### src/rtl/field_pkg.sv
// Shared constants, cell/colour types and the density colour map for the field render path.
// Declarations only: no state and no latency of its own.
// No flow control: every consumer runs at one pixel per pixel clock.
package field_pkg;

    localparam int unsigned CELL_SHIFT  = 4;   // 16x16-pixel cells
    localparam int unsigned FIELD_W     = 40;  // cells per field row
    localparam int unsigned FIELD_H     = 30;  // cells per field column
    localparam int unsigned FIELD_ADDRW = 11;
    localparam int unsigned FIELD_DATAW = 96;

    // One field RAM word; density is Q16.16 unsigned, velocities are not used here.
    typedef struct packed {
        logic [31:0] vy;
        logic [31:0] vx;
        logic [31:0] density;
    } cell_t;

    typedef struct packed {
        logic [3:0] r;
        logic [3:0] g;
        logic [3:0] b;
    } rgb12_t;

    // Saturate at 1.0 (any integer part), otherwise use the top fraction nibble.
    function automatic rgb12_t density_to_rgb(input logic [31:0] dens);
        logic [3:0] lvl;
        rgb12_t     c;
        lvl = (dens[31:16] != 16'h0) ? 4'hF : dens[15:12];
        c.r = lvl;
        c.g = lvl >> 1;
        c.b = 4'hF - lvl;
        return c;
    endfunction

endpackage

### src/rtl/field_pixel_fetch_sync_delay.sv
// Reset-cleared shift register; each bit resets to its own RESET_VAL bit (lets active-low syncs idle high).
// Latency: exactly DEPTH clock cycles from din_i to dout_o (DEPTH >= 1).
// No backpressure: shifts every cycle.
module sync_delay #(
    parameter int unsigned      DEPTH     = 2,
    parameter int unsigned      WIDTH     = 1,
    parameter logic [WIDTH-1:0] RESET_VAL = '0
) (
    input  logic             clk,
    input  logic             reset_n,
    input  logic [WIDTH-1:0] din_i,
    output logic [WIDTH-1:0] dout_o
);

    logic [WIDTH-1:0] pipe_q [DEPTH];

    // Shift the bundle one stage per clock; reset loads the idle pattern into every stage.
    always_ff @(posedge clk or negedge reset_n) begin
        if (!reset_n) begin
            for (int i = 0; i < DEPTH; i++) begin
                pipe_q[i] <= RESET_VAL;
            end
        end else begin
            pipe_q[0] <= din_i;
            for (int i = 1; i < DEPTH; i++) begin
                pipe_q[i] <= pipe_q[i-1];
            end
        end
    end

    assign dout_o = pipe_q[DEPTH-1];

endmodule

### src/rtl/field_pixel_fetch.sv
// Maps VGA pixels to field cells, strobes one RAM read per cell per line, colour-maps density to RGB444 (GRID_OVERLAY_EN adds a cell grid).
// Latency: in_* to out_* is exactly RAM_LAT+2 cycles; sync, de and colour stay cycle-aligned.
// No backpressure: one pixel per clock in and out; RAM_LAT must be 1..15 so data returns before the next cell.
module field_pixel_fetch
    import field_pkg::*;
#(
    parameter int unsigned RAM_LAT = 2
) (
    input  logic                   clk,
    input  logic                   reset_n,
    input  logic                   in_hs,
    input  logic                   in_vs,
    input  logic                   in_de,
    input  logic [31:0]            in_col,
    input  logic [31:0]            in_row,
    output logic                   field_addr_read,
    output logic [FIELD_ADDRW-1:0] field_addr,
    input  logic [FIELD_DATAW-1:0] field_data_out,
    output logic [3:0]             out_r,
    output logic [3:0]             out_g,
    output logic [3:0]             out_b,
    output logic                   out_hs,
    output logic                   out_vs,
    output logic                   out_de
);

    // ------------------------------------------------------------------
    // Stage 0: cell coordinates and fetch decision
    // ------------------------------------------------------------------
    logic [31:0] cx_w;
    logic [31:0] cy_w;
    logic [31:0] cell_addr_full_w;
    logic        in_field_w;
    logic        col_boundary_w;
    logic        fetch_d;

    assign cx_w             = in_col >> CELL_SHIFT;
    assign cy_w             = in_row >> CELL_SHIFT;
    assign in_field_w       = (cx_w < FIELD_W) && (cy_w < FIELD_H);
    assign col_boundary_w   = (in_col[CELL_SHIFT-1:0] == '0);
    // A new cell starts at every column boundary, including col 0 after a line wrap.
    assign fetch_d          = in_de && in_field_w && col_boundary_w;
    assign cell_addr_full_w = cy_w * FIELD_W + cx_w;

`ifdef GRID_OVERLAY_EN
    logic row_boundary_w;
    logic grid_d;
    assign row_boundary_w = (in_row[CELL_SHIFT-1:0] == '0);
    assign grid_d         = (col_boundary_w || row_boundary_w) && in_field_w && in_de;
`endif

    logic                   field_addr_read_q;
    logic [FIELD_ADDRW-1:0] field_addr_q;
    logic                   s0_hs_q;
    logic                   s0_vs_q;
    logic                   s0_de_q;
    logic                   s0_inf_q;
`ifdef GRID_OVERLAY_EN
    logic                   s0_grid_q;
`endif

    // Register the read strobe/address and the per-pixel side-band; address only moves with a strobe.
    always_ff @(posedge clk or negedge reset_n) begin
        if (!reset_n) begin
            field_addr_read_q <= 1'b0;
            field_addr_q      <= '0;
            s0_hs_q           <= 1'b1;
            s0_vs_q           <= 1'b1;
            s0_de_q           <= 1'b0;
            s0_inf_q          <= 1'b0;
`ifdef GRID_OVERLAY_EN
            s0_grid_q         <= 1'b0;
`endif
        end else begin
            field_addr_read_q <= fetch_d;
            if (fetch_d) begin
                field_addr_q <= cell_addr_full_w[FIELD_ADDRW-1:0];
            end
            s0_hs_q  <= in_hs;
            s0_vs_q  <= in_vs;
            s0_de_q  <= in_de;
            s0_inf_q <= in_field_w;
`ifdef GRID_OVERLAY_EN
            s0_grid_q <= grid_d;
`endif
        end
    end

    assign field_addr_read = field_addr_read_q;
    assign field_addr      = field_addr_q;

    // ------------------------------------------------------------------
    // Side-band delay line: covers the RAM round trip so it meets the data
    // ------------------------------------------------------------------
`ifdef GRID_OVERLAY_EN
    localparam int unsigned        DL_W   = 5;
    localparam logic [DL_W-1:0]    DL_RST = 5'b11000;
`else
    localparam int unsigned        DL_W   = 4;
    localparam logic [DL_W-1:0]    DL_RST = 4'b1100;
`endif

    logic [DL_W-1:0] dl_in_w;
    logic [DL_W-1:0] dl_out_w;
    logic            dl_hs_w;
    logic            dl_vs_w;
    logic            dl_de_w;
    logic            dl_inf_w;

`ifdef GRID_OVERLAY_EN
    logic            dl_grid_w;
    assign dl_in_w = {s0_hs_q, s0_vs_q, s0_de_q, s0_inf_q, s0_grid_q};
    assign {dl_hs_w, dl_vs_w, dl_de_w, dl_inf_w, dl_grid_w} = dl_out_w;
`else
    assign dl_in_w = {s0_hs_q, s0_vs_q, s0_de_q, s0_inf_q};
    assign {dl_hs_w, dl_vs_w, dl_de_w, dl_inf_w} = dl_out_w;
`endif

    sync_delay #(
        .DEPTH     (RAM_LAT),
        .WIDTH     (DL_W),
        .RESET_VAL (DL_RST)
    ) u_side_dly (
        .clk     (clk),
        .reset_n (reset_n),
        .din_i   (dl_in_w),
        .dout_o  (dl_out_w)
    );

    // ------------------------------------------------------------------
    // Capture: fetch flag emerges in the cycle the RAM data is valid
    // ------------------------------------------------------------------
    logic  cap_vld_w;
    cell_t cell_w;
    logic [31:0] dens_q;
    logic [31:0] dens_src_w;

    sync_delay #(
        .DEPTH     (RAM_LAT),
        .WIDTH     (1),
        .RESET_VAL (1'b0)
    ) u_fetch_dly (
        .clk     (clk),
        .reset_n (reset_n),
        .din_i   (field_addr_read_q),
        .dout_o  (cap_vld_w)
    );

    assign cell_w = field_data_out;
    // Bypass the fresh word so the first pixel of a cell already uses it.
    assign dens_src_w = cap_vld_w ? cell_w.density : dens_q;

    // Hold the cell density for the remaining pixels of the cell.
    always_ff @(posedge clk or negedge reset_n) begin
        if (!reset_n) begin
            dens_q <= '0;
        end else if (cap_vld_w) begin
            dens_q <= cell_w.density;
        end
    end

    // ------------------------------------------------------------------
    // Colour map and output register
    // ------------------------------------------------------------------
    rgb12_t rgb_d;
    rgb12_t out_rgb_q;
    logic   out_hs_q;
    logic   out_vs_q;
    logic   out_de_q;

    // Black outside the visible field; overlay (when built) wins over the map.
    always_comb begin
        rgb_d = '0;
        if (dl_de_w && dl_inf_w) begin
            rgb_d = density_to_rgb(dens_src_w);
        end
`ifdef GRID_OVERLAY_EN
        if (dl_grid_w) begin
            rgb_d = 12'h444;
        end
`endif
    end

    // Final register stage: colour and syncs leave together.
    always_ff @(posedge clk or negedge reset_n) begin
        if (!reset_n) begin
            out_rgb_q <= '0;
            out_hs_q  <= 1'b1;
            out_vs_q  <= 1'b1;
            out_de_q  <= 1'b0;
        end else begin
            out_rgb_q <= rgb_d;
            out_hs_q  <= dl_hs_w;
            out_vs_q  <= dl_vs_w;
            out_de_q  <= dl_de_w;
        end
    end

    assign out_r  = out_rgb_q.r;
    assign out_g  = out_rgb_q.g;
    assign out_b  = out_rgb_q.b;
    assign out_hs = out_hs_q;
    assign out_vs = out_vs_q;
    assign out_de = out_de_q;

    // Velocities and the high address bits are intentionally dropped.
    logic unused_w;
    assign unused_w = ^{cell_w.vy, cell_w.vx, cell_addr_full_w[31:FIELD_ADDRW]};

endmodule

### config.mk
export PLATFORM = sky130hd
export DESIGN_NAME = field_pixel_fetch
export DESIGN_NICKNAME = d
export VERILOG_FILES = /design/src/rtl/field_pkg.sv /design/src/rtl/field_pixel_fetch_sync_delay.sv /design/src/rtl/field_pixel_fetch.sv
export SDC_FILE = /design/constraint.sdc
export NUM_CORES = 1
export LEC_CHECK = 0
export BUFFER_PORTS_ARGS = -buffer_cell sky130_fd_sc_hd__buf_2
export CORE_ASPECT_RATIO = 0.5
export CORE_MARGIN = 5
export CORE_UTILIZATION = 37
export DETAILED_ROUTE_END_ITERATION = 16
export GPL_ROUTABILITY_DRIVEN = 0
export PLACE_DENSITY_LB_ADDON = 0.3
export REMOVE_ABC_BUFFERS = 1
export SYNTH_ARGS = -nofsm -noshare
export SYNTH_HDL_FRONTEND = slang
export SYNTH_SLANG_ARGS = --single-unit
### constraint.sdc
create_clock -name clk -period 1.79 [get_ports clk]
set_clock_uncertainty 0.2 [all_clocks]
set_input_delay 0.2685 -clock clk [delete_from_list [all_inputs] [get_ports clk]]
set_output_delay 0.2685 -clock clk [all_outputs]
set_load 0.005 [all_outputs]
# [After elaboration in Yosys (flattened, before gate mapping)]
# Cells that the tools add are included.
[totals] regBits=73 latch_bits=0 ramBits=0 romBits=0 inputBits=165 out_inout_bits=27 wordCells=32 mem_count=0
[op_classes] n_addsub=2 mul=1 div=0 order_cmp=2 eq_ne=0 shifts=0 muxes=3 n_bitwise=0 reduce_logical=6
[ops] operator="two-way mux 32 bit" count=1
[ops] operator="< comparator 28 x 5 -> 1 bit, second input constant" count=1
[ops] operator="< comparator 28 x 6 -> 1 bit, second input constant" count=1
[ops] operator="multiplier 28 x 3 -> 8 bit, second input constant" count=1
[ops] operator="nonzero test 16 bit" count=1
[ops] operator="two-way mux 12 bit" count=1
[ops] operator="adder 11 bit" count=1
[ops] operator="logical AND 1 bit" count=4
[ops] operator="logical NOT 4 bit" count=1
[ops] operator="two-way mux 4 bit" count=1
[ops] operator="subtractor 4 bit, first input constant" count=1

# [Depth between registers and ports, before layout]
[depth] depth_word=5 mapped_depth=11 mapped_depth_nobuf=11

# [Hierarchy]
# Synthesis repeated with hierarchy kept, for this count alone.
[unflattened] cells_unflattened=213 area_unflattened_um2=2700.1
[modules_own_cells] module="field_pixel_fetch" instances=1 cells_each=199 area_per_inst_um2=2414.8 seq_area_each_um2=1181.1
[modules_own_cells] module="sync_delay at u_side_dly" instances=1 cells_each=12 area_per_inst_um2=235.2 seq_area_each_um2=205.2
[modules_own_cells] module="sync_delay at u_fetch_dly" instances=1 cells_each=2 area_per_inst_um2=50.0 seq_area_each_um2=50.0

# [Worst setup path before layout]
# Ideal clock, no wire load.
[synth_timing] kind="input-to-reg" startpoint="input port in_row[5]" endpoint="register field_addr_q[9] (netlist: field_addr[9])" setup_ns=0.125 t_arrival_ns=2.246 t_required_ns=1.465 path_slack_ns=-0.780 stages=10 n_path_buf=0 cell_sequence="ha_1 -> ha_1 -> fa_1 -> xor2_1 -> ha_1 -> nand3b_1 -> o31ai_1 -> a21oi_1 -> o311ai_0 -> mux2_2"
[synth_between] elab_chain_len=4 elab_cells_between_ends=6 classes_between="1 x add/sub; 1 x mul; 1 x order compare; 3 x reduce/logical"
[synth_lines] element="from (decl)" line_no="field_pixel_fetch.sv:15" text="input logic [31:0] in_row,"
[synth_lines] element="parallel branches: the longest is 4 deep, another holds multiplier 28 x 3 -> 8 bit"
[synth_lines] element="to (signal assigned)" line_no="field_pixel_fetch.sv:77" text="field_addr_q <= cell_addr_full_w[FIELD_ADDRW-1:0];"
[synth_lines] element="to (decl)" line_no="field_pixel_fetch.sv:53" text="logic [FIELD_ADDRW-1:0] field_addr_q;"
# Several ways; the timed one is not identified.
# A chain may end at the register's enable or synchronous reset.

# [Worst setup path in the final report]
[layout_timing] startpoint="input port in_row[7]" endpoint="register field_addr_q[9] (netlist: field_addr[9])"
# Same word-level chain as after synthesis.

==> impl_metrics.csv <==
group,metric,value,unit
final_layout,antenna_cells,0,
critical_path,critPathMaxFanout,4,
synthesis,avgSynthCellArea,12.5,sq um
grt,track_usage,0.158,
grt,antenna_found_initial,0,
clock_tree,root_buffer,"clkbuf_16",
critical_path,max_stage_delay,370,ps
critical_path,end_kind,"flip-flop",
sta,hold_violations,0,
synthesis,yosys.area.top_type_share,0.463,
final_layout,layout-drive-gt1-share,0.589,
grt,grt_pass1_wl,11.4,mm
critical_path,crit_required,1790,ps
floorplanning,fp.dieW,130,um
sta,setup_violations,9,
status,outcome,"finished with violations",
routing,routed_wl,6.81,mm
sta,rsz0062_at_grt,"true",
critical_path,cp-start-kind,"input pin",
clock_tree,cts_tree,"built",
worst_hold_path,min-delay-start,"field_data_out[22]",
floorplanning,initial_utilization,0.389,
synthesis,synth_area_leaders,"dfrtp_1, mux2_2, dfstp_2, ha_1, nor4_1",
placed_design,port_buffers,110,
sta,worst_slack,-516,ps
final_layout,fin_cells,467,
critical_path,crit_start,"in_row[7]",
clock_tree,cts_sinks,57,
job,cap_violations,0,
sta,fin_crit_sh,1.29,
synthesis,synth_seq_cells,57,
synthesis,synth_enable_flop_cells,0,
synthesis,synth_most_common_cell,"dfrtp_1",
routing,routedWlPerCell,14.6,um
worst_hold_path,hold_depth,2,
synthesis,synth_seq_area_share,0.542,
placed_design,post-dp-hpwl,5.21,mm
sta,whs,10.9,ps
placed_design,place_inst,437,
grt,overflow,0,
power,cellLeakagePower,2.15,nW
synthesis,synth_flop_cell,"dfrtp_1",
critical_path,rr_endpoint,"out_b[1]",
synthesis,netlist_area,2650,sq um
routing,via_per_inst,4.81,
placed_design,place_ws,-1050,ps
sta,period_needed,2310,ps
status,violations,"negative setup slack",
floorplanning,core_region_area,6810,sq um
routing,ant_nets,0,
grt,grt_max_degree,41,
synthesis,yosysTopAreaCell,"dfrtp_1",
critical_path,crit_chain,"buf_8 -> ha_4 -> ha_4 -> fa_2 -> xor2_1 -> ha_1 -> nand3b_1 -> o31ai_1 -> a21oi_1 -> o311ai_1 -> mux2_4",
power,power,3.60,mW
clock_tree,cts.clk_slew.worst_paths,50,ps
critical_path,arrival,2310,ps
power,p_per_area,847,nW/um^2
routing,drtPass1Iterations,6,
clock_tree,cts_max_level,3,
critical_path,crit_top_cell,"ha_4",
sta,finalMaxSlewViolations,0,
clock_tree,clk_path_buf_depth,2,
critical_path,cpMaxStageDelayCell,"fa_2",
floorplanning,die-area,9050,sq um
worst_hold_path,worst_hold_path.endpoint,"dens_q[22]",
routing,post-route-drc-count,0,
final_layout,layout.nets,553,
synthesis,yosysWarnings,0,
critical_path,crit_type,"input pin to flip-flop",
synthesis,yosys-top-cells-count,"dfrtp_1, mux2_2, ha_1",
clock_tree,cts_made_buffers,9,
synthesis,ys_types,36,
power,vdd_ir_drop_max,0.644,mV
synthesis,syn_inst,212,
synthesis,synthArstFlopShare,1.00,
routing,dr.first_iter.drc_count,70,
critical_path,r2r-start,"u_fetch_dly.dout_o",
floorplanning,die_height,69.8,um
clock_tree,clock_latency,310,ps
critical_path,r2r_slack,130,ps
floorplanning,num_rows,21,
routing,vias,2248,
floorplanning,ios,192,
final_layout,syn2layout_area_growth,60.3,%
grt,grt_pass1_vias,2523,
critical_path,r2r_cells,5,
sta,max_freq,434,MHz
worst_hold_path,min_path_type,"input pin to flip-flop",
==> cell usage in the layout, fill, tap and decap left out, types with 2 or more instances in the layout <==
cell type and count:
a21o_1 3, a21oi_1 8, a21oi_2 3, buf_2 99
buf_4 27, buf_6 12, buf_8 2, clkbuf_1 2
clkbuf_16 9, clkbuf_8 2, clkinv_2 2, dfrtp_1 48
dfstp_2 8, dlygate4sd3_1 12, ha_1 8, ha_4 7
inv_1 8, mux2_2 21, mux2_4 5, nand2_1 4
nand2b_1 2, nand3_4 2, nand4_1 6, nor2_1 10
nor2b_1 2, nor3_1 5, nor4_1 8, nor4_2 5
nor4_4 2, o21a_1 2, o21ai_0 4, o21ai_1 4
o21ai_2 2, o31ai_2 2, xnor2_1 5, xor2_1 3
==> kinds of logic (layout without fill, tap and decap cells) <==
group	after synthesis	in the layout	share of synthesized area
other	1	1	0.00142
buffers and inverters	17	179	0.0331
and+or+nand+nor	52	53	0.115
AOI/OAI and AO/OA	32	32	0.0718
xor gates and xnor gates	9	9	0.0298
muxes	26	26	0.116
adders and majority gates	18	18	0.0907
DFF	57	57	0.542
==> worst max-delay path, delay by kind of cell <==
family	cells	cell delay, ps
and+or+nand+nor	1	100
AOI/OAI and AO/OA	3	300
adders and majority gates	4	1090
buffers and inverters	1	100
muxes	1	280
xor gates and xnor gates	1	170
==> metrics by stage <==
stage	instance area, sq um	util	TNS [ps]
2_1_floorplan	2600	-	-4760
3_3_place_gp	3500	0.515	-6960
3_5_place_dp	3500	0.515	-7110
4_1_cts	4150	0.610	-1770
5_1_grt	4250	0.624	-2450
6_report	4250	0.624	-1950
==> where the power goes <==
| group | internal [mW] | total, mW | switching, mW |
|---|---|---|---|
| clock network | 1.14 | 1.66 | 0.518 |
| logic | 0.341 | 0.619 | 0.279 |
| registers | 1.31 | 1.32 | 0.00477 |
==> layer usage <==
| metal | vias to the layer above | track usage | part of all wire |
|---|---|---|---|
| li1 | 1087 | - | - |
| met1 | 1072 | 0.162 | 0.38 |
| met2 | 79 | 0.303 | 0.54 |
| met3 | 10 | 0.0477 | 0.066 |
| met4 | 0 | 0.0484 | 0.013 |
| met5 | - | 0 | 0 |
==> worst max-delay path by stage <==
stage / endpoint / cells past startpoint / slack (ps)
after CTS: field_addr[9] / 11 / -510
final: field_addr[9] / 11 / -520
after floorplan: field_addr[9] / 10 / -780
after global placement: field_addr[9] / 11 / -950
after detailed placement: field_addr[9] / 10 / -1050
after global routing: field_addr[9] / 12 / -610
==> sequential cells by signal, summed over array words and instances, names as in the netlist <==
signal / cells
dens_q: 20
out_g: 1
u_side_dly.pipe_q: 4
s0_hs_q: 1
s0_vs_q: 1
out_vs: 1
out_de: 1
out_hs: 1
out_b: 4
u_side_dly.dout_o: 4
u_fetch_dly.pipe_q: 1
field_addr_read: 1
u_fetch_dly.dout_o: 1
field_addr: 11
out_r: 3
s0_inf_q: 1
s0_de_q: 1
==> final cells by class <==
class | instances | area (sq um)
tap | 92 | 115
clock buffer | 13 | 260
timing repair buffer | 153 | 1000
fill | 527 | 2560
sequential | 57 | 1440
multi-input combinational | 139 | 1350
clock inverter | 3 | 40.0
inverter | 10 | 42.5
==> what timing repair did <==
item                                    4_1_cts  5_1_grt
hold buffers                                 11        1
endpoints found under the setup margin       15       19
endpoints found under the hold margin        27        1
pin swaps                                    20       10
buffers inserted                              0        1
gates resized for setup                      42       19
cloned                                        1        0
No activity file was read; power rests on OpenSTA's default activity.
